$ cat config.mk
export PLATFORM = sky130hd
export DESIGN_NAME = frame_gen
export DESIGN_NICKNAME = d
export VERILOG_FILES = /design/src/rtl/frame_pkg.sv /design/src/rtl/frame_gen.sv
export SDC_FILE = /design/constraint.sdc
export NUM_CORES = 1
export LEC_CHECK = 0
export CAP_MARGIN = 5
export CORE_MARGIN = 3
export CORE_UTILIZATION = 65
export CTS_CLUSTER_SIZE = 8
export DETAILED_ROUTE_END_ITERATION = 12
export DONT_BUFFER_PORTS = 1
export GPL_TIMING_DRIVEN = 0
export PLACE_DENSITY = 0.89
export SLEW_MARGIN = 20
export SYNTH_ARGS = -nofsm -noshare
export SYNTH_HDL_FRONTEND = slang
export SYNTH_SLANG_ARGS = --single-unit
$ cat constraint.sdc
create_clock -name clk -period 5.64 [get_ports clk]
set_clock_uncertainty 0.2 [all_clocks]
set_input_delay 0.564 -clock clk [delete_from_list [all_inputs] [get_ports clk]]
set_output_delay 0.564 -clock clk [all_outputs]
set_load 0.02 [all_outputs]
$ cat src/rtl/frame_pkg.sv
// Shared types and helpers for the analysis-frame address generator.
package frame_pkg;

  localparam int unsigned ADDR_W = 32;

  typedef logic [ADDR_W-1:0] addr_t;

  typedef enum logic [1:0] {
    IDLE = 2'd0,
    RUN  = 2'd1,
    DONE = 2'd2
  } state_t;

  // True when [base, base+size) lies inside [base, lim); one extra bit so a frame near the top never wraps.
  function automatic logic frame_fits(input addr_t base, input addr_t lim, input int unsigned size);
    return ({1'b0, base} + (ADDR_W + 1)'(size)) <= {1'b0, lim};
  endfunction

endpackage

$ cat src/rtl/frame_gen.sv
// Walks [i_start_addr, i_end_addr) emitting one overlapping frame window per cycle, then pulses o_done.
// Handshake: o_valid is a one-cycle qualifier with no ready; the consumer must take every frame it flags.
module frame_gen
  import frame_pkg::*;
#(
  parameter int unsigned FRAME_SIZE    = 64,
  parameter int unsigned FRAME_OVERLAP = 32
) (
  input  logic   clk,
  input  logic   rst,
  input  logic   i_start,
  input  addr_t  i_start_addr,
  input  addr_t  i_end_addr,
  output addr_t  o_frame_start,
  output addr_t  o_frame_end,
  output logic   o_done,
  output logic   o_valid,
  output state_t o_state
);

  localparam int unsigned HOP = FRAME_SIZE - FRAME_OVERLAP;
  localparam addr_t HOP_A = ADDR_W'(HOP);
  localparam addr_t FS_A  = ADDR_W'(FRAME_SIZE);

  state_t state_q, state_d;
  addr_t  cursor_q, cursor_d;
  addr_t  end_q, end_d;
  addr_t  fstart_q, fstart_d;
  addr_t  fend_q, fend_d;
  logic   valid_q, valid_d;
  logic   done_q, done_d;

  // In RUN the output registers already show a frame and cursor_q is the start of the next candidate.
  always_comb begin
    state_d  = state_q;
    cursor_d = cursor_q;
    end_d    = end_q;
    fstart_d = fstart_q;
    fend_d   = fend_q;
    valid_d  = 1'b0;
    done_d   = 1'b0;
    case (state_q)
      IDLE: begin
        if (i_start) begin
          end_d = i_end_addr;
          if (frame_fits(i_start_addr, i_end_addr, FRAME_SIZE)) begin
            state_d  = RUN;
            valid_d  = 1'b1;
            fstart_d = i_start_addr;
            fend_d   = i_start_addr + FS_A;
            cursor_d = i_start_addr + HOP_A;
          end else begin
            state_d  = DONE;
            done_d   = 1'b1;
            cursor_d = i_start_addr;
          end
        end
      end
      RUN: begin
        if (frame_fits(cursor_q, end_q, FRAME_SIZE)) begin
          valid_d  = 1'b1;
          fstart_d = cursor_q;
          fend_d   = cursor_q + FS_A;
          cursor_d = cursor_q + HOP_A;
        end else begin
          state_d = DONE;
          done_d  = 1'b1;
        end
      end
      DONE:    state_d = IDLE;
      default: state_d = IDLE;
    endcase
  end

  always_ff @(posedge clk or negedge rst) begin
    if (!rst) begin
      state_q  <= IDLE;
      cursor_q <= '0;
      end_q    <= '0;
      fstart_q <= '0;
      fend_q   <= '0;
      valid_q  <= 1'b0;
      done_q   <= 1'b0;
    end else begin
      state_q  <= state_d;
      cursor_q <= cursor_d;
      end_q    <= end_d;
      fstart_q <= fstart_d;
      fend_q   <= fend_d;
      valid_q  <= valid_d;
      done_q   <= done_d;
    end
  end

  assign o_frame_start = fstart_q;
  assign o_frame_end   = fend_q;
  assign o_valid       = valid_q;
  assign o_done        = done_q;
  assign o_state       = state_q;

endmodule

# [Word level (Yosys, flattened, before mapping)]
# Index checks and enable logic that the tools add are counted.
[classes] n_addsub=6 magnitude_cmp=2 n_eq_ne=5 muxes=24 reduce_logical=6
[op_table] op="two-way mux 32 bit" n=9
[op_table] op="one-hot mux 32 bit (2 select lines)" n=3
[op_table] op="adder 32 x 7 -> 33 bit, second input constant" n=2
[op_table] op="<= comparator 33 x 32 -> 1 bit" n=2
[op_table] op="adder 32 x 6 -> 32 bit, second input constant" n=2
[op_table] op="adder 32 x 7 -> 32 bit, second input constant" n=2
[op_table] op="inequality test 2 bit, second input constant" n=4
[op_table] op="two-way mux 1 bit" n=6
[op_table] op="two-way mux 2 bit" n=3
[op_table] op="one-hot mux 1 bit (2 select lines)" n=2
[op_table] op="one-hot mux 2 bit (2 select lines)" n=1
[op_table] op="AND reduction 2 bit" n=2
[op_table] op="AND reduction 4 bit" n=1
[op_table] op="AND reduction 3 bit" n=1
[op_table] op="== test 2 x 1 -> 1 bit, second input constant" n=1
[op_table] op="zero test 2 bit" n=1
[op_table] op="nonzero test 2 bit" n=1
[word_totals] ff_bits=132 in_bits=67 out_inout_bits=68 elab_cells=50

# [Logic depth before layout (Yosys ltp)]
[logic_depth] ltp_word=5 mapped_depth=18 ltp_nobuf=17

# [Least setup slack after synthesis]
# No wires, ideal clock.
[synth_timing] kind="in2reg" start="input port i_start_addr[9]" end="register cursor_q[27]" setup_ns=0.126 t_arrival_ns=3.803 required_ns=5.314 path_slack_ns=1.511 stages=14 path_buffers=1 cell_sequence="buf_2 -> nand2_1 -> nor3_1 -> nand4_1 -> nor3_1 -> xor2_1 -> ha_1 -> nand3_1 -> nor4_1 -> nand4_1 -> o22ai_2 -> or3b_1 -> xnor2_1 -> a221o_1"
[synth_between] elab_chain_len=5 elab_cells_between_ends=6 cone_classes="add/sub: 2; order compare: 1; mux: 3"
[synth_rtl] item="from (decl)" line_no="frame_gen.sv:12" source="input addr_t i_start_addr,"
[synth_rtl] item="adder 32 x 7 -> 33 bit" line_no="frame_pkg.sv:16" source="return ({1'b0, base} + (ADDR_W + 1)'(size)) <= {1'b0, lim};"
[synth_rtl] item="<= comparator 33 x 32 -> 1 bit" line_no="frame_pkg.sv:16"
[synth_rtl] item="two-way mux 32 bit *" line_no="frame_gen.sv:46" source="if (frame_fits(i_start_addr, i_end_addr, FRAME_SIZE)) begin"
[synth_rtl] item="two-way mux 32 bit *" line_no="frame_gen.sv:44" source="if (i_start) begin"
[synth_rtl] item="one-hot mux 32 bit (2 select lines) *" line_no="frame_gen.sv:42" source="case (state_q)"
[synth_rtl] item="to (signal assigned)" line_no="frame_gen.sv:86" source="cursor_q <= cursor_d;"
[synth_rtl] item="to (decl)" line_no="frame_gen.sv:26" source="addr_t cursor_q, cursor_d;"
# Every way passes the cells marked *; elsewhere a longest branch is shown, timed or not. The select of a mux whose other input is x is not followed.
# A chain may end at the register's enable or synchronous reset.

# [Worst setup path after layout]
[layout_timing] start="input port i_start_addr[9]" end="register fend_q[9] (netlist: o_frame_end[9])"
[layout_between] elab_chain_len=4 elab_cells_between_ends=8 cone_classes="add/sub: 2; order compare: 1; eq/ne: 1; mux: 3; reduce/logical: 1"
[layout_rtl] item="adder 32 x 7 -> 33 bit or adder 32 x 7 -> 32 bit (tied branches)" line_no="frame_pkg.sv:16, frame_gen.sv:50"
[layout_rtl] item="<= comparator 33 x 32 -> 1 bit or two-way mux 32 bit (tied branches)" line_no="frame_pkg.sv:16, frame_gen.sv:46"
[layout_rtl] item="inequality test 2 bit (no line) or two-way mux 32 bit (tied branches)"
[layout_rtl] item="AND reduction 4 bit (no line) or one-hot mux 32 bit (2 select lines) (tied branches)"
[layout_rtl] item="to (signal assigned)" line_no="frame_gen.sv:89" source="fend_q <= fend_d;"
[layout_rtl] item="to (decl)" line_no="frame_gen.sv:29" source="addr_t fend_q, fend_d;"
# Parallel ways exist; a longest one is shown, timed or not. The select of a mux whose other input is x is not followed.

==> results.sh <==
export IMPL_status="finished, final reports clean"
export IMPL_grt_pass1_wl_mm=44.6
export IMPL_clock_root_buffer="clkbuf_16"
export IMPL_critPathBufInv=2
export IMPL_slowest_stage="nor3_1"
export IMPL_synth_ff_type="dfrtp_1"
export IMPL_port_buffers=0
export IMPL_wl_per_cell_um=21.4
export IMPL_p_sw_mw=2.85
export IMPL_p_int_mw=3.11
export IMPL_slew_viol_final=0
export IMPL_num_rows=43
export IMPL_ys_warn_count=0
export IMPL_placeableCoreArea_um2=14000
export IMPL_start_util=0.669
export IMPL_synthCells=1111
export IMPL_p_sw_frac=0.478
export IMPL_final_cells=1324
export IMPL_cts_tree="done"
export IMPL_pwr_share_clk=0.179
export IMPL_routed_via_density=6.49
export IMPL_antenna_found_initial=0
export IMPL_setup_viol=0
export IMPL_first_global_vias=8556
export IMPL_worst_slew_pin_slew_ns=1.07
export IMPL_utilization=0.728
export IMPL_worst_setup_path_start_kind="input port"
export IMPL_avgSynthCellArea_um2=8.42
export IMPL_crit_family="simple AND/OR/NAND/NOR gates"
export IMPL_path_clk_slew_ns=0.06
export IMPL_syn_nets=1247
export IMPL_maxCapViolCount=0
export IMPL_worst_skew_pair_late_latency_ns=0.44
export IMPL_netlist_cell_type_count=75
export IMPL_period_share=0.929
export IMPL_n_antenna_cell=0
export IMPL_leakagePower_nw=4.58
export IMPL_grt_overflow=0
export IMPL_min_path_type="input port to flip-flop"
export IMPL_drc=0
export IMPL_grt_setup_unrepaired="false"
export IMPL_hold_viol=0
export IMPL_post_cts_resize_count=0
export IMPL_final_layout_size_suffix_gt1_frac=0.108
export IMPL_h_tree_depth=4
export IMPL_ios=135
export IMPL_synth_edf_count=0
export IMPL_final_nets=1268
export IMPL_max_clock_path_buffers=2
export IMPL_num_vias=8590
export IMPL_fin_tns_setup_ns=0
export IMPL_p_comb_frac=0.493
export IMPL_postRouteAntennaNets=0
export IMPL_required_ns=5.78
export IMPL_grtUsageTotal=0.358
export IMPL_drt_initial_drc_count=838
export IMPL_cts_buffers=17
export IMPL_finalWirelength_mm=28.3
export IMPL_arrival_ns=5.38
export IMPL_placed_cells=1291
export IMPL_critPathMaxStageDelay_ns=0.86
export IMPL_die_w_um=126
export IMPL_dp_hpwl_mm=21.4
export IMPL_placed_area_um2=9580
export IMPL_areaGrowthSynthToFinish_pct=8.86
export IMPL_power_density_nw_per_um2=585
export IMPL_seqPwrFrac=0.328
export IMPL_layout_min_cycle_time_ns=5.24
export IMPL_chipHeight_um=126
export IMPL_grt_max_degree=127
export IMPL_seq_area_frac_synth=0.337
export IMPL_criticalPathCategory="input port to flip-flop"
export IMPL_synth_seq_cells=126
export IMPL_vdd_drop_max_uv=363
export IMPL_cts_sinks=126
export IMPL_max_freq_mhz=191
export IMPL_p_total_mw=5.96
export IMPL_final_cell_mix="151 x nand2_1, 126 x dfrtp_1, 94 x nor2_1"
export IMPL_cp_end_kind="flip-flop"
export IMPL_cp_cell_sequence="buf_2 > nand2_1 > nor3_1 > nand4_1 > nor3_1 > xor2_1 > ha_1 > nand3_1 > nor4_1 > nand4_1 > o22ai_2 > o2bb2ai_4 > clkbuf_1 > nor2_1 > a21oi_1"
export IMPL_first_pass_iters=6
export IMPL_relSlewSlack=0.283
export IMPL_die_area_um2=15900
export IMPL_final_area_um2=10200
export IMPL_gp_congestion=1.01
export IMPL_syn_cell_area_um2=9350
export IMPL_synth_async_reset_ratio=1.00
export IMPL_mostFrequentLayoutCell="nand2_1"
export IMPL_critPathMaxFanout=10
-- layer usage --
metal,wire (µm),up-vias,global-route usage
met1,10900,4098,0.450
li1,-,3886,-
met4,1290,0,0.160
met3,2700,101,0.0869
met5,0,-,0
met2,13400,505,0.588
-- metrics by stage --
step / worst slack [ns] / hold slack (ns)
detailed placement: 0.344 / 0.0710
finish: 0.402 / 0.0347
CTS: 0.648 / 0.0297
global route: 0.258 / 0.0438
global placement: 0.386 / 0.0724
floorplan: 1.51 / 0.0684
-- cells in the mapped netlist, types with 3 or more instances --
| master | number | area share |
|---|---|---|
| clkbuf_2 | 3 | 0.0016 |
| inv_1 | 81 | 0.033 |
| buf_2 | 24 | 0.013 |
| buf_4 | 14 | 0.011 |
| a21boi_0 | 3 | 0.0024 |
| o21ai_0 | 53 | 0.028 |
| a221o_1 | 5 | 0.0054 |
| a211oi_1 | 9 | 0.0072 |
| clkbuf_1 | 29 | 0.012 |
| and3_1 | 18 | 0.012 |
| nand4_1 | 27 | 0.018 |
| ha_1 | 69 | 0.092 |
| and4_1 | 6 | 0.0056 |
| mux2_4 | 8 | 0.013 |
| xor2_1 | 51 | 0.048 |
| nand3_1 | 53 | 0.028 |
| dfrtp_1 | 126 | 0.34 |
| nor2_1 | 94 | 0.038 |
| a31oi_1 | 17 | 0.011 |
| a21oi_1 | 80 | 0.043 |
| o221ai_1 | 4 | 0.0037 |
| nand2_1 | 151 | 0.061 |
| nand2b_1 | 3 | 0.0020 |
| o221a_2 | 3 | 0.0036 |
| buf_6 | 6 | 0.0072 |
| nor4_1 | 9 | 0.0060 |
| a221oi_1 | 9 | 0.0084 |
| and2_1 | 6 | 0.0040 |
| or3_1 | 3 | 0.0020 |
| mux2i_1 | 21 | 0.022 |
| a21bo_2 | 4 | 0.0043 |
| xnor2_1 | 47 | 0.044 |
| nor2_2 | 3 | 0.0020 |
| nor3_1 | 18 | 0.0096 |
-- flip-flops by register name, summed over array words and instances (netlist names) --
| name | count |
|---|---|
| o_frame_end | 26 |
| o_frame_start | 32 |
| o_done | 1 |
| cursor_q | 32 |
| o_state | 2 |
| o_valid | 1 |
| end_q | 32 |
-- logic make-up (layout without fill, tap and decap cells) --
family	count (synthesis)	in the layout	synth area share
AOI/OAI and AO/OA	213	213	0.146
buffers and inverters	158	191	0.0775
xor gates and xnor gates	98	98	0.0918
adders and majority gates	69	69	0.0923
DFF	126	126	0.337
and+or+nand+nor	414	414	0.213
muxes	33	33	0.0416
-- worst paths after layout --
path	from	end	slack [ns]	depth (start not counted)
max in group asynchronous	rst	end_q[29]	4.13	2
min in group asynchronous	rst	end_q[21]	0.54	2
setup reg to reg	cursor_q[6]	o_frame_end[9]	0.62	18
hold / removal	i_start_addr[4]	cursor_q[4]	0.03	2
setup / recovery	i_start_addr[9]	o_frame_end[9]	0.40	15
hold reg to reg	end_q[0]	end_q[0]	0.30	2
-- area by class of cell --
class,count,area (µm²)
repair buffers,2,37.5
multi-input cells,827,5480
clock buffers,19,453
flip-flops and latches,126,3150
plain buffers,77,420
well taps,180,225
fillers,1092,3810
inverters,81,304
clock inverters,12,113
-- what timing repair did --
item                      4_1_cts  5_1_grt
buffers inserted                0        0
hold buffers                    2        0
hold endpoints to repair      126        0
-- power by group through the flow --
stage | logic [mW] | registers, mW | clock network, mW
4_1_cts | 2.89 | 1.95 | 1.07
3_5_place_dp | 2.83 | 1.96 | 0
2_1_floorplan | 2.18 | 1.85 | 0
3_3_place_gp | 2.72 | 1.95 | 0
6_report | 2.94 | 1.96 | 1.07
5_1_grt | 3.23 | 2.00 | 1.11
No activity file was read; power rests on OpenSTA's default activity.
